[src/rtl/dbg_probe_capture_pkg.sv]
// Shared debug definitions: capture FSM state encodings and the probe_bus
// channel map used by the CPU top level when packing debug nets.
package dbg_probe_capture_pkg;

    typedef enum logic [1:0] {
        DBG_LIVE    = 2'b00,
        DBG_ARMED   = 2'b01,
        DBG_POSTCAP = 2'b10,
        DBG_FROZEN  = 2'b11
    } dbg_state_e;

    // Pipeline group
    localparam int CH_PIPE_PC      = 0;
    localparam int CH_PIPE_INSTR   = 1;
    localparam int CH_PIPE_STALL   = 2;
    localparam int CH_PIPE_FLUSH   = 3;
    // Memory group
    localparam int CH_MEM_ADDR_LO  = 8;
    localparam int CH_MEM_ADDR_HI  = 9;
    localparam int CH_MEM_WDATA    = 10;
    localparam int CH_MEM_RDATA    = 11;
    // Flash group
    localparam int CH_FLASH_ADDR   = 16;
    localparam int CH_FLASH_DATA   = 17;
    localparam int CH_FLASH_STATUS = 18;
    // Register file group: one channel per architectural register
    localparam int CH_REGFILE_BASE = 32;
    localparam int CH_REGFILE_NUM  = 32;

endpackage

[src/rtl/dbg_hist_ram.sv]
// Capture history storage: DEPTH x W, one synchronous write port and one
// registered read port.
module dbg_hist_ram #(
    parameter int W     = 16,
    parameter int DEPTH = 8
) (
    input  logic                     clk,
    input  logic                     wr_en,
    input  logic [$clog2(DEPTH)-1:0] wr_addr,
    input  logic [W-1:0]             wr_data,
    input  logic [$clog2(DEPTH)-1:0] rd_addr,
    output logic [W-1:0]             rd_data
);

    logic [W-1:0] mem [DEPTH];

    always_ff @(posedge clk) begin
        if (wr_en) begin
            mem[wr_addr] <= wr_data;
        end
        rd_data <= mem[rd_addr];
    end

endmodule

[src/rtl/dbg_probe_capture.sv]
// Debug probe selector with a triggerable capture ring buffer; drives the
// board LEDs with either the live channel or a browsed frozen history entry.
module dbg_probe_capture
    import dbg_probe_capture_pkg::*;
#(
    parameter int W     = 16,
    parameter int NCH   = 64,
    parameter int SELW  = 8,
    parameter int DEPTH = 8,
    parameter int POST  = 2
) (
    input  logic                     clk,
    input  logic                     rst,
    input  logic [NCH*W-1:0]         probe_bus,
    input  logic [SELW-1:0]          sel,
    input  logic                     sample_en,
    input  logic                     arm,
    input  logic [W-1:0]             trig_value,
    input  logic [W-1:0]             trig_mask,
    input  logic [$clog2(DEPTH)-1:0] hist_idx,
    output logic [W-1:0]             led_data,
    output logic [1:0]               state,
    output logic                     triggered,
    output logic [$clog2(DEPTH):0]   hist_count
);

    localparam int IDXW = $clog2(DEPTH);
    localparam int CNTW = IDXW + 1;

    dbg_state_e      state_q, state_d;
    logic [CNTW-1:0] post_q, post_d;
    logic [CNTW-1:0] count_q;
    logic [IDXW-1:0] wptr_q;
    logic [IDXW-1:0] rd_addr;
    logic [W-1:0]    selected;
    logic [W-1:0]    live_q;
    logic [W-1:0]    rd_data;
    logic            show_hist_q;
    logic            hist_ok_q;
    logic            write_en;
    logic            trig_hit;

    // Out-of-range selects read as zero rather than aliasing onto a channel.
    always_comb begin
        selected = '0;
        for (int k = 0; k < NCH; k++) begin
            if (int'(sel) == k) begin
                selected = probe_bus[k*W +: W];
            end
        end
    end

    assign trig_hit = (((selected ^ trig_value) & trig_mask) == '0);
    assign write_en = sample_en && !arm && (state_q != DBG_FROZEN);
    assign rd_addr  = wptr_q - IDXW'(1) - hist_idx;

    dbg_hist_ram #(
        .W     (W),
        .DEPTH (DEPTH)
    ) u_hist_ram (
        .clk     (clk),
        .wr_en   (write_en),
        .wr_addr (wptr_q),
        .wr_data (selected),
        .rd_addr (rd_addr),
        .rd_data (rd_data)
    );

    always_ff @(posedge clk) begin
        if (rst) begin
            state_q <= DBG_LIVE;
            post_q  <= '0;
        end else begin
            state_q <= state_d;
            post_q  <= post_d;
        end
    end

    always_comb begin
        state_d = state_q;
        post_d  = post_q;
        if (arm) begin
            state_d = DBG_ARMED;
            post_d  = '0;
        end else begin
            case (state_q)
                DBG_ARMED: begin
                    if (sample_en && trig_hit) begin
                        if (POST == 0) begin
                            state_d = DBG_FROZEN;
                        end else begin
                            state_d = DBG_POSTCAP;
                            post_d  = CNTW'(POST);
                        end
                    end
                end
                DBG_POSTCAP: begin
                    if (sample_en) begin
                        post_d = post_q - 1'b1;
                        if (post_q == CNTW'(1)) begin
                            state_d = DBG_FROZEN;
                        end
                    end
                end
                default: ;
            endcase
        end
    end

    // The display select and range flag are registered alongside the RAM read
    // so a frozen entry and its validity line up on the same cycle.
    always_ff @(posedge clk) begin
        if (rst) begin
            wptr_q      <= '0;
            count_q     <= '0;
            live_q      <= '0;
            show_hist_q <= 1'b0;
            hist_ok_q   <= 1'b0;
        end else begin
            live_q      <= selected;
            show_hist_q <= (state_q == DBG_FROZEN);
            hist_ok_q   <= ({1'b0, hist_idx} < count_q);
            if (arm) begin
                wptr_q  <= '0;
                count_q <= '0;
            end else if (write_en) begin
                wptr_q <= wptr_q + 1'b1;
                if (count_q != CNTW'(DEPTH)) begin
                    count_q <= count_q + 1'b1;
                end
            end
        end
    end

    assign led_data   = show_hist_q ? (hist_ok_q ? rd_data : '0) : live_q;
    assign state      = state_q;
    assign triggered  = (state_q == DBG_POSTCAP) || (state_q == DBG_FROZEN);
    assign hist_count = count_q;

endmodule

[config.mk]
export PLATFORM = sky130hd
export DESIGN_NAME = dbg_probe_capture
export DESIGN_NICKNAME = d
export VERILOG_FILES = /design/src/rtl/dbg_probe_capture_pkg.sv /design/src/rtl/dbg_hist_ram.sv /design/src/rtl/dbg_probe_capture.sv
export SDC_FILE = /design/constraint.sdc
export NUM_CORES = 1
export LEC_CHECK = 0
export BUFFER_PORTS_ARGS = -buffer_cell sky130_fd_sc_hd__clkbuf_2
export CORE_AREA = 2 2 424 426
export DETAILED_ROUTE_END_ITERATION = 10
export DIE_AREA = 0 0 426 428
export HOLD_SLACK_MARGIN = 0.05
export PLACE_DENSITY = 0.3
export REMOVE_ABC_BUFFERS = 1
export SKIP_CTS_REPAIR_TIMING = 1
export SLEW_MARGIN = 20
export SYNTH_ARGS = -nofsm -noshare
export SYNTH_HDL_FRONTEND = slang
export SYNTH_SLANG_ARGS = --single-unit
[constraint.sdc]
create_clock -name clk -period 9.3 [get_ports clk]
set_input_delay 1.86 -clock clk [delete_from_list [all_inputs] [get_ports clk]]
set_output_delay 1.86 -clock clk [all_outputs]
set_load 0.005 [all_outputs]
## Yosys cells after proc, flatten, opt, wreduce, memory -nomap -nowiden

Memory sizes are Yosys's and may differ from the RTL's. A register that Yosys moved wholly into a read port is not among the register bits.
Index checks and enable logic that the tools add are counted.

| cells by class | value |
|---|---|
| reductions and logical operators | 14 |
| $add $sub $neg | 5 |
| bitwise gates (word level) | 2 |
| order comparisons | 1 |
| equal/unequal tests | 75 |
| multiplexer cells | 76 |

Operators by type and width:

| operator | count |
|---|---|
| 16-bit two-way mux | 66 |
| 8-bit by 7-bit equality test with 1-bit output, second input constant | 32 |
| 8-bit by 6-bit equality test with 1-bit output, second input constant | 16 |
| 8-bit by 5-bit equality test with 1-bit output, second input constant | 8 |
| 8-bit by 4-bit equality test with 1-bit output, second input constant | 4 |
| 16-bit bitwise AND | 1 |
| 8-bit by 3-bit equality test with 1-bit output, second input constant | 2 |
| 16-bit logical NOT | 1 |
| 16-bit XOR | 1 |
| 3-bit != test, second input constant | 3 |
| 8-bit by 2-bit equality test with 1-bit output, second input constant | 1 |
| 8-bit logical NOT | 1 |
| 4-bit two-way mux | 2 |
| 2-bit != test, second input constant | 4 |
| 4-bit case mux with 2 select lines | 1 |
| 4-bit AND reduction | 2 |
| 2-bit two-way mux | 3 |
| 4-bit by 1-bit adder with 4-bit output, second input constant | 1 |
| 2-bit equality test, second input constant | 2 |
| 4-bit by 1-bit equality test with 1-bit output, second input constant | 1 |
| 3-bit by 4-bit less-than comparator with 1-bit output | 1 |
| 4-bit != test, second input constant | 1 |
| 2-bit case mux with 2 select lines | 1 |
| 4-bit by 1-bit subtractor with 4-bit output, second input constant | 1 |
| 13 further kinds | 17 |

| storage, ports and cells | value |
|---|---|
| RAM bits | 128 |
| bits in registers | 31 |
| logic and storage cells | 182 |
| memories | 1 |

Memories:

| name | words | bits a word | rd ports | clocked after Yosys merged registers in | write ports | line | source |
|---|---|---|---|---|---|---|---|
| u_hist_ram.mem | 8 | 16 | 1 | 1 | 1 | dbg_hist_ram.sv:15 | `logic [W-1:0] mem [DEPTH];` |

## Depth between registers and ports, before layout

Gate-level depths: netlist of the first run.

| logic depth | value |
|---|---|
| depth in word-level cells | 72 |
| gate-level depth with buffers | 17 |

## Hierarchy

Synthesis of the first run repeated with hierarchy kept, for this count alone.

| second synthesis, totals | value |
|---|---|
| cells, all modules | 2,207 |
| area total of the unflattened synthesis | 18,701.7 µm² |

By module, submodules not included:

| module | cells each | instances | area an instance (µm²) |
|---|---|---|---|
| dbg_probe_capture | 1,993 | 1 | 13,407.9 |
| dbg_hist_ram | 214 | 1 | 5,293.8 |

## Least setup slack after synthesis of the first run

OpenSTA, ideal clock, no wires.

| path | value |
|---|---|
| path type | in2reg |
| from | input sel[3] |
| to | register post_q[1] |
| arrival time | 5.042 ns |
| setup time | 0.087 ns |
| stages on the path | 12 |
| path buffers | 3 |
| path slack | 4.170 ns |
| cells stage by stage | buf_2 > buf_2 > buf_2 > nor4_1 > nand2_1 > o41ai_1 > a221oi_1 > o221ai_1 > mux2i_1 > or4_4 > or4_4 > o31ai_1 |

| between the ends | value |
|---|---|
| cells in the longest elaborated chain, start to end | 71 |

Ends and longest elaborated chain:

| element | line | source |
|---|---|---|
| start, declared | dbg_probe_capture.sv:15 | `input logic [SELW-1:0] sel,` |
| 8-bit logical NOT | dbg_probe_capture.sv:47 | `if (int'(sel) == k) begin` |
| 16-bit two-way mux (63 in series) | dbg_probe_capture.sv:47 |  |
| 16-bit two-way mux * | dbg_probe_capture.sv:47 |  |
| net selected[0] | dbg_probe_capture.sv:35 | `logic [W-1:0] selected;` |
| 16-bit XOR * | dbg_probe_capture.sv:53 | `assign trig_hit = (((selected ^ trig_value) & trig_mask) == '0);` |
| 16-bit bitwise AND * | dbg_probe_capture.sv:53 |  |
| 16-bit logical NOT * | dbg_probe_capture.sv:53 |  |
| 1-bit logical AND * | dbg_probe_capture.sv:88 | `if (sample_en && trig_hit) begin` |
| 2-bit != test (no line) * | - |  |
| 3-bit AND reduction (no line) * | - |  |
| end signal, assigned | dbg_probe_capture.sv:75 | `post_q <= post_d;` |
| end, declared | dbg_probe_capture.sv:31 | `logic [CNTW-1:0] post_q, post_d;` |

Mark *: on every way through the listed nets, which the timed path passes. The rest lies on a longest branch.
A chain may end at the register's enable or synchronous reset.

## Worst setup path after layout of the first run

| path | value |
|---|---|
| from | input sel[3] |
| to | register post_q[1] |

| between the ends | value |
|---|---|
| cells in the longest elaborated chain, start to end | 71 |

Ends and longest elaborated chain:

| element | line |
|---|---|
| 8-bit logical NOT | dbg_probe_capture.sv:47 |
| 16-bit two-way mux (63 in series) | dbg_probe_capture.sv:47 |
| 16-bit two-way mux * | dbg_probe_capture.sv:47 |
| 16-bit XOR * | dbg_probe_capture.sv:53 |
| 16-bit bitwise AND * | dbg_probe_capture.sv:53 |
| 16-bit logical NOT * | dbg_probe_capture.sv:53 |
| 1-bit logical AND * | dbg_probe_capture.sv:88 |
| 2-bit != test (no line) * | - |
| 3-bit AND reduction (no line) * | - |

Mark *: on every way between the ends. The rest lies on a longest branch, timed or not.

==> results of run 1 <==
-- cells in the final DEF (no fill, tap or decap), types with 30 or more instances in the layout --
| cell | n |
|---|---|
| a22o_1 | 40 |
| nand2b_1 | 32 |
| a221oi_1 | 32 |
| o21ai_0 | 168 |
| a31oi_1 | 30 |
| mux2_2 | 51 |
| nand3_1 | 34 |
| a21oi_1 | 152 |
| nand3b_1 | 35 |
| o221ai_1 | 30 |
| clkbuf_2 | 1089 |
| nor2b_1 | 48 |
| inv_1 | 38 |
| a22oi_1 | 87 |
| edfxtp_1 | 128 |
| diode_2 | 40 |
| nor3_1 | 38 |
| mux2i_1 | 113 |
| buf_4 | 117 |
| nand2_1 | 154 |
| o22ai_1 | 47 |
| dfxtp_1 | 47 |
| a211oi_1 | 32 |
| nor2_1 | 122 |
| mux4_2 | 36 |
-- kinds of logic (layout without fill, tap and decap cells) --
group,Yosys count,count (layout),share of synthesized area
other,0,40,0
muxes,205,205,0.1359
DFF,175,175,0.2527
buffers and inverters,278,1290,0.06972
AOI/OAI and AO/OA,917,917,0.3415
xor gates and xnor gates,8,8,0.003700
and+or+nand+nor,652,652,0.1902
adders and majority gates,9,9,0.006344
-- synthesized netlist by cell type, drive strengths merged, types with 21 or more instances --
cell / number / area, sq um
buf: 145 / 820.8
a21oi: 152 / 760.7
a22oi: 88 / 665.6
a211oi: 33 / 252.7
nand2: 154 / 578.1
a31oi: 30 / 187.7
mux4: 36 / 810.8
nor2b: 57 / 356.6
o211ai: 28 / 210.2
a221oi: 32 / 280.3
nor2: 130 / 493.0
o31ai: 23 / 172.7
inv: 41 / 153.9
o21ai: 173 / 865.8
nand3: 35 / 175.2
clkbuf: 91 / 341.6
nor3: 44 / 231.5
nand2b: 37 / 231.5
a22o: 40 / 350.3
o221ai: 30 / 262.8
a32oi: 21 / 183.9
mux2: 56 / 630.6
nand3b: 35 / 262.8
dfxtp: 47 / 940.9
o22ai: 47 / 294.0
mux2i: 113 / 1131
edfxtp: 128 / 3844
-- per-stage QoR --
step / area (sq um) / setup WS, ns / hold slack (ns)
3_3_place_gp: 27530 / 1.751 / 0.5631
4_1_cts: 28110 / 2.317 / 0.5678
2_1_floorplan: 17770 / 1.683 / 0.4853
5_1_grt: 28150 / 2.219 / 0.6038
6_report: 28210 / 2.129 / 0.5764
3_5_place_dp: 27540 / 1.837 / 0.5542
-- where the power goes --
part	total, mW	internal (mW)	switching (mW)
sequential	0.869	0.863	0.00645
combinational	1.16	0.409	0.749
clock	0.704	0.394	0.310
-- worst max-delay path, delay by kind of cell --
family | cells | cell delay [ns]
buf+inv | 2 | 1.00
simple gates | 5 | 2.65
compound gates | 5 | 1.78
-- how the worst max path moves through the flow --
stage | end | depth (start not counted) | startpoint | slack, ns
6_report | post_q[1]$_SDFFE_PP0P_ | 12 | sel[3] | 2.13
2_1_floorplan | post_q[1]$_SDFFE_PP0P_ | 10 | sel[6] | 1.68
3_3_place_gp | post_q[1]$_SDFFE_PP0P_ | 12 | sel[7] | 1.75
4_1_cts | post_q[1]$_SDFFE_PP0P_ | 13 | sel[1] | 2.32
3_5_place_dp | post_q[1]$_SDFFE_PP0P_ | 13 | sel[1] | 1.84
5_1_grt | post_q[3]$_SDFFE_PP0P_ | 13 | sel[1] | 2.22
-- layer usage --
layer | GRT usage | vias up
met5 | 0 | -
met4 | 0.08770 | 50
met3 | 0.05222 | 328
met2 | 0.4531 | 1435
met1 | 0.3167 | 13563
li1 | - | 11010
-- flip-flops by register name, summed over array words and instances (netlist names) --
name	cells
post_q	4
u_hist_ram.rd_data	16
wptr_q	3
hist_ok_q	1
hist_count	4
show_hist_q	1
live_q	16
state	2
u_hist_ram.mem	128
-- cell type report --
cell class              instances  area share
multi-input cells            1791      0.4658
repair buffers               1216      0.2307
flip-flops and latches        175      0.1696
well taps                    2355      0.1045
clock buffers                  17     0.01508
inverters                      42    0.005678
clock inverters                15    0.005145
diodes                         40    0.003549
==> reports/metrics.cfg, run 1 <==
[outcome]
status = complete, no violations

[hold_path]
holdPathStages = 2
hold_path.class = register to register
hold_end = hist_count[1]$_SDFFE_PP0P_
hold_start = hist_count[1]$_SDFFE_PP0P_

[global_routing]
grt_start_max_net_pins = 100
grt_pass1_vias = 26665
grt_usage = 0.2605
grt.overflow.total = 0
antenna_found_initial = 137
grt_pass1_wl_um = 308000

[sta]
hold_viol = 0
rsz0062_at_grt = no
slew_viol_final = 0
finalCritPeriodShare = 0.7710
setup_violations = 0
fin_skew_ns = 0.008843
worst_slew_pin_slew_ns = 1.313
setup_tns_ns = 0
finalCriticalPeriod_ns = 7.171
slew_headroom = 0.1134
clock.fmax_ghz = 0.1395

[power_and_ir_drop]
cellLeakagePower_nw = 11.39
p_total_mw = 2.732
ir_worst_vdd_uv = 114.0
power_density_nw_per_um2 = 96.84

[worst_setup_path]
r2r_end = post_q[1]$_SDFFE_PP0P_
worst_setup_path_end_kind = register
ff2ff_path_depth = 8
r2r_start = state[0]$_SDFFE_PP0P_
cpPeakStageDelay_ns = 1.08
slowest_stage = o311ai_0
cp.required_ns = 9.66
r2r_slack_ns = 5.92
crit_arrival_ns = 7.53
path_max_fanout = 70
critPathKind = primary input to register
crit_path_start_kind = primary input
path_cells = clkbuf_8 -> buf_4 -> nor3b_2 -> o21a_1 -> a211oi_1 -> o311ai_0 -> nand4_1 -> nand4bb_1 -> o211ai_1 -> or4b_1 -> or4_4 -> o31ai_1

[place]
portBuffers = 1093
hpwl_um = 205200
globalplace.congestion = 0.9304
dp.cells = 5579

[yosys]
synth_seq_cells = 175
ys.flop_type = edfxtp_1
yosysUniqueCellTypes = 99
syn_inst = 2244
ys_seq_area_frac = 0.2527
ys.warnings.count = 0
syn_area_sq_um = 18930
synth_edf_count = 128
avgSynthCellArea_sq_um = 8.438
async_reset_ff_frac = 0

[detailed_routing]
drtIter0Drc = 2724
vias_per_cell = 4.669
drtAntennaViolNets = 0
routed_wl_um = 246900
route.vias.total = 26386
met3_length_um = 15710
met1_length_um = 99590
dr.pass1.iters = 6
top_layer_used = met5
met2_wirelength_um = 122100
drt_drc_violations_left = 0
wl_per_cell_um = 43.69

[clocking]
cts_tree = built
clockRootBuffer = clkbuf_16
clk_path_buf_depth = 2
path_clk_slew_ns = 0.07
h-tree-depth = 4
clock_latency_ns = 0.44
cts_sinks = 175
cts_made_buffers = 17

[final_layout]
nets = 4323
drive_gt1_frac = 0.4373
area_delta_synth_final_pct = 48.97
fill_cells = 20682
register_area_sq_um = 4785
fin_util = 0.1588
multi_input_area_sq_um = 13140
final_cells = 5651

[floorplanning]
rows = 155
io_pins = 1094
die_x_um = 426
die_height_um = 428
core-area_sq_um = 177600
initial_core_util = 0.1066
die_area_sq_um = 182300

[job]
maxCapViolCount = 0

Note: power is estimated with default switching activity, not from simulation.
==> run 2, diff against run 1 <==
--- a/config.mk
+++ b/config.mk
@@ -6,9 +6,9 @@
 export NUM_CORES = 1
 export LEC_CHECK = 0
 export BUFFER_PORTS_ARGS = -buffer_cell sky130_fd_sc_hd__clkbuf_2
-export CORE_AREA = 2 2 424 426
+export CORE_AREA = 2 2 428 430
 export DETAILED_ROUTE_END_ITERATION = 10
-export DIE_AREA = 0 0 426 428
+export DIE_AREA = 0 0 430 432
 export HOLD_SLACK_MARGIN = 0.05
 export PLACE_DENSITY = 0.3
 export REMOVE_ABC_BUFFERS = 1
==> constraint.sdc (replaced) <==
create_clock -name clk -period 6.9 [get_ports clk]
set_input_delay 1.38 -clock clk [delete_from_list [all_inputs] [get_ports clk]]
set_output_delay 1.38 -clock clk [all_outputs]
set_load 0.005 [all_outputs]
==> run 2 against run 1 <==
First-iteration DRC count is 0.51% higher. Sequential share of layout area is 0.57 points lower. Via count is 2.6% higher. Cell count is 2.7% higher. Combinational power is 39% higher. Global-route usage is 0.21 points lower. Die area is 1.9% higher. Total power is 38% higher. Register-to-register slack worse by 2.1 ns. Critical endpoint unchanged. Core utilization is 0.18 points higher. Routed wire length is 1.7% higher.
==> reports/metrics.cfg, run 2 (synthesized netlist as in run 1, its figures left out) <==
[clocking]
clock_latency_ns = 0.43  ; was 0.44 ns
cts_tree = built  ; unchanged
clockRootBuffer = clkbuf_16  ; unchanged
clk_path_buf_depth = 2  ; unchanged
path_clk_slew_ns = 0.07  ; about the same
cts_made_buffers = 17  ; unchanged
cts_sinks = 175  ; unchanged
h-tree-depth = 4  ; unchanged

[final_layout]
regMostFlops = u_hist_ram.mem  ; unchanged
final_cell_mix = clkbuf_2, buf_4, o21ai_0, nand2_1, a21oi_1  ; was clkbuf_2, o21ai_0, nand2_1, a21oi_1, edfxtp_1
final_cells = 5801  ; was 5,651
biggestRegsByFlops = u_hist_ram.mem x128, live_q x16, u_hist_ram.rd_data x16  ; unchanged
nets = 4426  ; was 4,323
area_delta_synth_final_pct = 54.11  ; was 48.97%
drive_gt1_frac = 0.4552  ; was 0.4373
final_common_cell = clkbuf_2  ; unchanged
post-route-cell-area_sq_um = 29180  ; was 28,210 sq um
largest_reg_flops = 128  ; unchanged

[worst_setup_path]
worst_setup_path_end_kind = register  ; unchanged
slowest_stage = o2111ai_1  ; was o311ai_0
crit_path_start_kind = primary input  ; unchanged
crit_buf_inv = 3  ; was 2
crit_family = simple AND/OR/NAND/NOR gates  ; unchanged
r2r_start = state[0]$_SDFFE_PP0P_  ; unchanged
r2r_slack_ns = 3.87  ; was 5.92 ns
path_max_fanout = 62  ; was 70
crit_arrival_ns = 6.25  ; was 7.53 ns
cpPeakStageDelay_ns = 0.73  ; was 1.08 ns
r2r_end = post_q[1]$_SDFFE_PP0P_  ; unchanged
cp.required_ns = 7.24  ; was 9.66 ns
cp_common_cell = buf_4
ff2ff_path_depth = 8  ; unchanged
path_cells = clkbuf_8 -> buf_4 -> nand2_1 -> o2111ai_1 -> buf_4 -> a221oi_1 -> a22oi_2 -> mux2i_1 -> or4b_1 -> or4_4 -> o31ai_1  ; was clkbuf_8 -> buf_4 -> nor3b_2 -> o21a_1 -> a211oi_1 -> o311ai_0 -> nand4_1 -> nand4bb_1 -> o211ai_1 -> or4b_1 -> or4_4 -> o31ai_1
critPathKind = primary input to register  ; unchanged

[detailed_routing]
vias_per_cell = 4.668  ; was 4.669
drtAntennaViolNets = 0  ; unchanged
route.vias.total = 27080  ; was 26,386
drtIter0Drc = 2738  ; was 2,724
dr.pass1.iters = 6  ; unchanged
wl_per_cell_um = 43.26  ; was 43.69 um
routed_wl_um = 251000  ; was 246,900 um
drt_drc_violations_left = 0  ; unchanged

[global_routing]
grt_pass1_vias = 27240  ; was 26,665
grt_usage = 0.2584  ; was 0.2605
grt_start_max_net_pins = 87  ; was 100
antenna_found_initial = 158  ; was 137
grt_pass1_wl_um = 311100  ; was 308,000 um
grt.overflow.total = 0  ; unchanged

[place]
hpwl_um = 212400  ; was 205,200 um
globalplace.congestion = 0.9527  ; was 0.9304
post-place-ws_ns = 0.4900  ; was 1.837 ns
portBuffers = 1093  ; unchanged
dp.cells = 5712  ; was 5,579
placed_cell_area_sq_um = 28440  ; was 27,540 sq um

[power_and_ir_drop]
cellLeakagePower_nw = 11.93  ; was 11.39 nW
ir_worst_vdd_uv = 147.7  ; was 114.0 uV
power_density_nw_per_um2 = 128.7  ; was 96.84 nW/um^2

[floorplanning]
initial_core_util = 0.1042  ; was 0.1066
core-area_sq_um = 181700  ; was 177,600 sq um
die_height_um = 432  ; was 428 um
io_pins = 1094  ; unchanged
rows = 157  ; was 155
die_x_um = 430  ; was 426 um
die_area_sq_um = 185800  ; was 182,300 sq um

[hold_path]
hold_start = post_q[3]$_SDFFE_PP0P_  ; was hist_count[1]$_SDFFE_PP0P_
holdPathStages = 2  ; unchanged
hold_path.class = register to register  ; unchanged
hold_end = post_q[3]$_SDFFE_PP0P_  ; was hist_count[1]$_SDFFE_PP0P_

[outcome]
status = complete, no violations  ; unchanged

[sta]
hold_viol = 0  ; unchanged
clock.fmax_ghz = 0.1693
finalCriticalPeriod_ns = 5.906
slew_viol_final = 0  ; unchanged
fin_skew_ns = 0.01376  ; was 0.008843 ns
worst_slew_pin_slew_ns = 1.103  ; was 1.313 ns
layout_setup_ws_ns = 0.9936  ; was 2.129 ns
finalCritPeriodShare = 0.8560
rsz0062_at_grt = no  ; unchanged
slew_headroom = 0.2617  ; was 0.1134
setup_violations = 0  ; unchanged

[job]
maxCapViolCount = 0  ; unchanged

run 2: metrics by stage:
stage | total power, mW | util | setup TNS, ns | hold WS, ns
after floorplan | 1.679 | - | -0.6570 | 0.4853
after global placement | 2.800 | 0.1564 | 0 | 0.5524
after detailed placement | 2.793 | 0.1565 | 0 | 0.5300
after CTS | 3.778 | 0.1598 | 0 | 0.5358
after global routing | 3.884 | 0.1601 | 0 | 0.5894
final | 3.756 | 0.1606 | 0 | 0.5310
run 2: tightest hold or removal path, delay by kind of cell, from the launching register on:
family           cells  cell delay, ns
flip-flops           1            0.35
AND/OR/NAND/NOR      1            0.07
AO/OA/AOI/OAI        1            0.06
run 2: power by group:
group          internal (mW)  leakage, nW  total, mW  switching, mW
logic                  0.590         10.1       1.61           1.02
clock network          0.532        0.291      0.977          0.445
registers               1.16         1.57       1.17        0.00814
total                   2.28         11.9       3.76           1.47
run 2: how the worst max path moves through the flow:
| stage | from | to | cells past startpoint |
|---|---|---|---|
| floorplan | sel[6] | post_q[1]$_SDFFE_PP0P_ | 10 |
| global placement | sel[3] | post_q[3]$_SDFFE_PP0P_ | 13 |
| detailed placement | sel[2] | post_q[3]$_SDFFE_PP0P_ | 11 |
| CTS | sel[2] | post_q[3]$_SDFFE_PP0P_ | 11 |
| global route | sel[2] | post_q[3]$_SDFFE_PP0P_ | 11 |
| finish | sel[2] | post_q[1]$_SDFFE_PP0P_ | 11 |
run 2: cell type report:
class,instances,area (sq um)
Fill cell,20908,152500
Multi-Input combinational cell,1791,13140
Timing Repair Buffer,1319,7380
Sequential cell,175,4785
Tap cell,2385,2984
Clock buffer,19,452.9
Inverter,42,160.2
Antenna cell,57,142.6
Clock inverter,13,138.9
run 2: per-layer routing:
layer | up-vias | wire length [um] | global-route usage
met4 | 66 | 9346 | 0.08243
met3 | 382 | 16430 | 0.05052
met2 | 1547 | 122900 | 0.4518
met1 | 13844 | 101800 | 0.3164
li1 | 11241 | - | -
met5 | - | 415 | 0
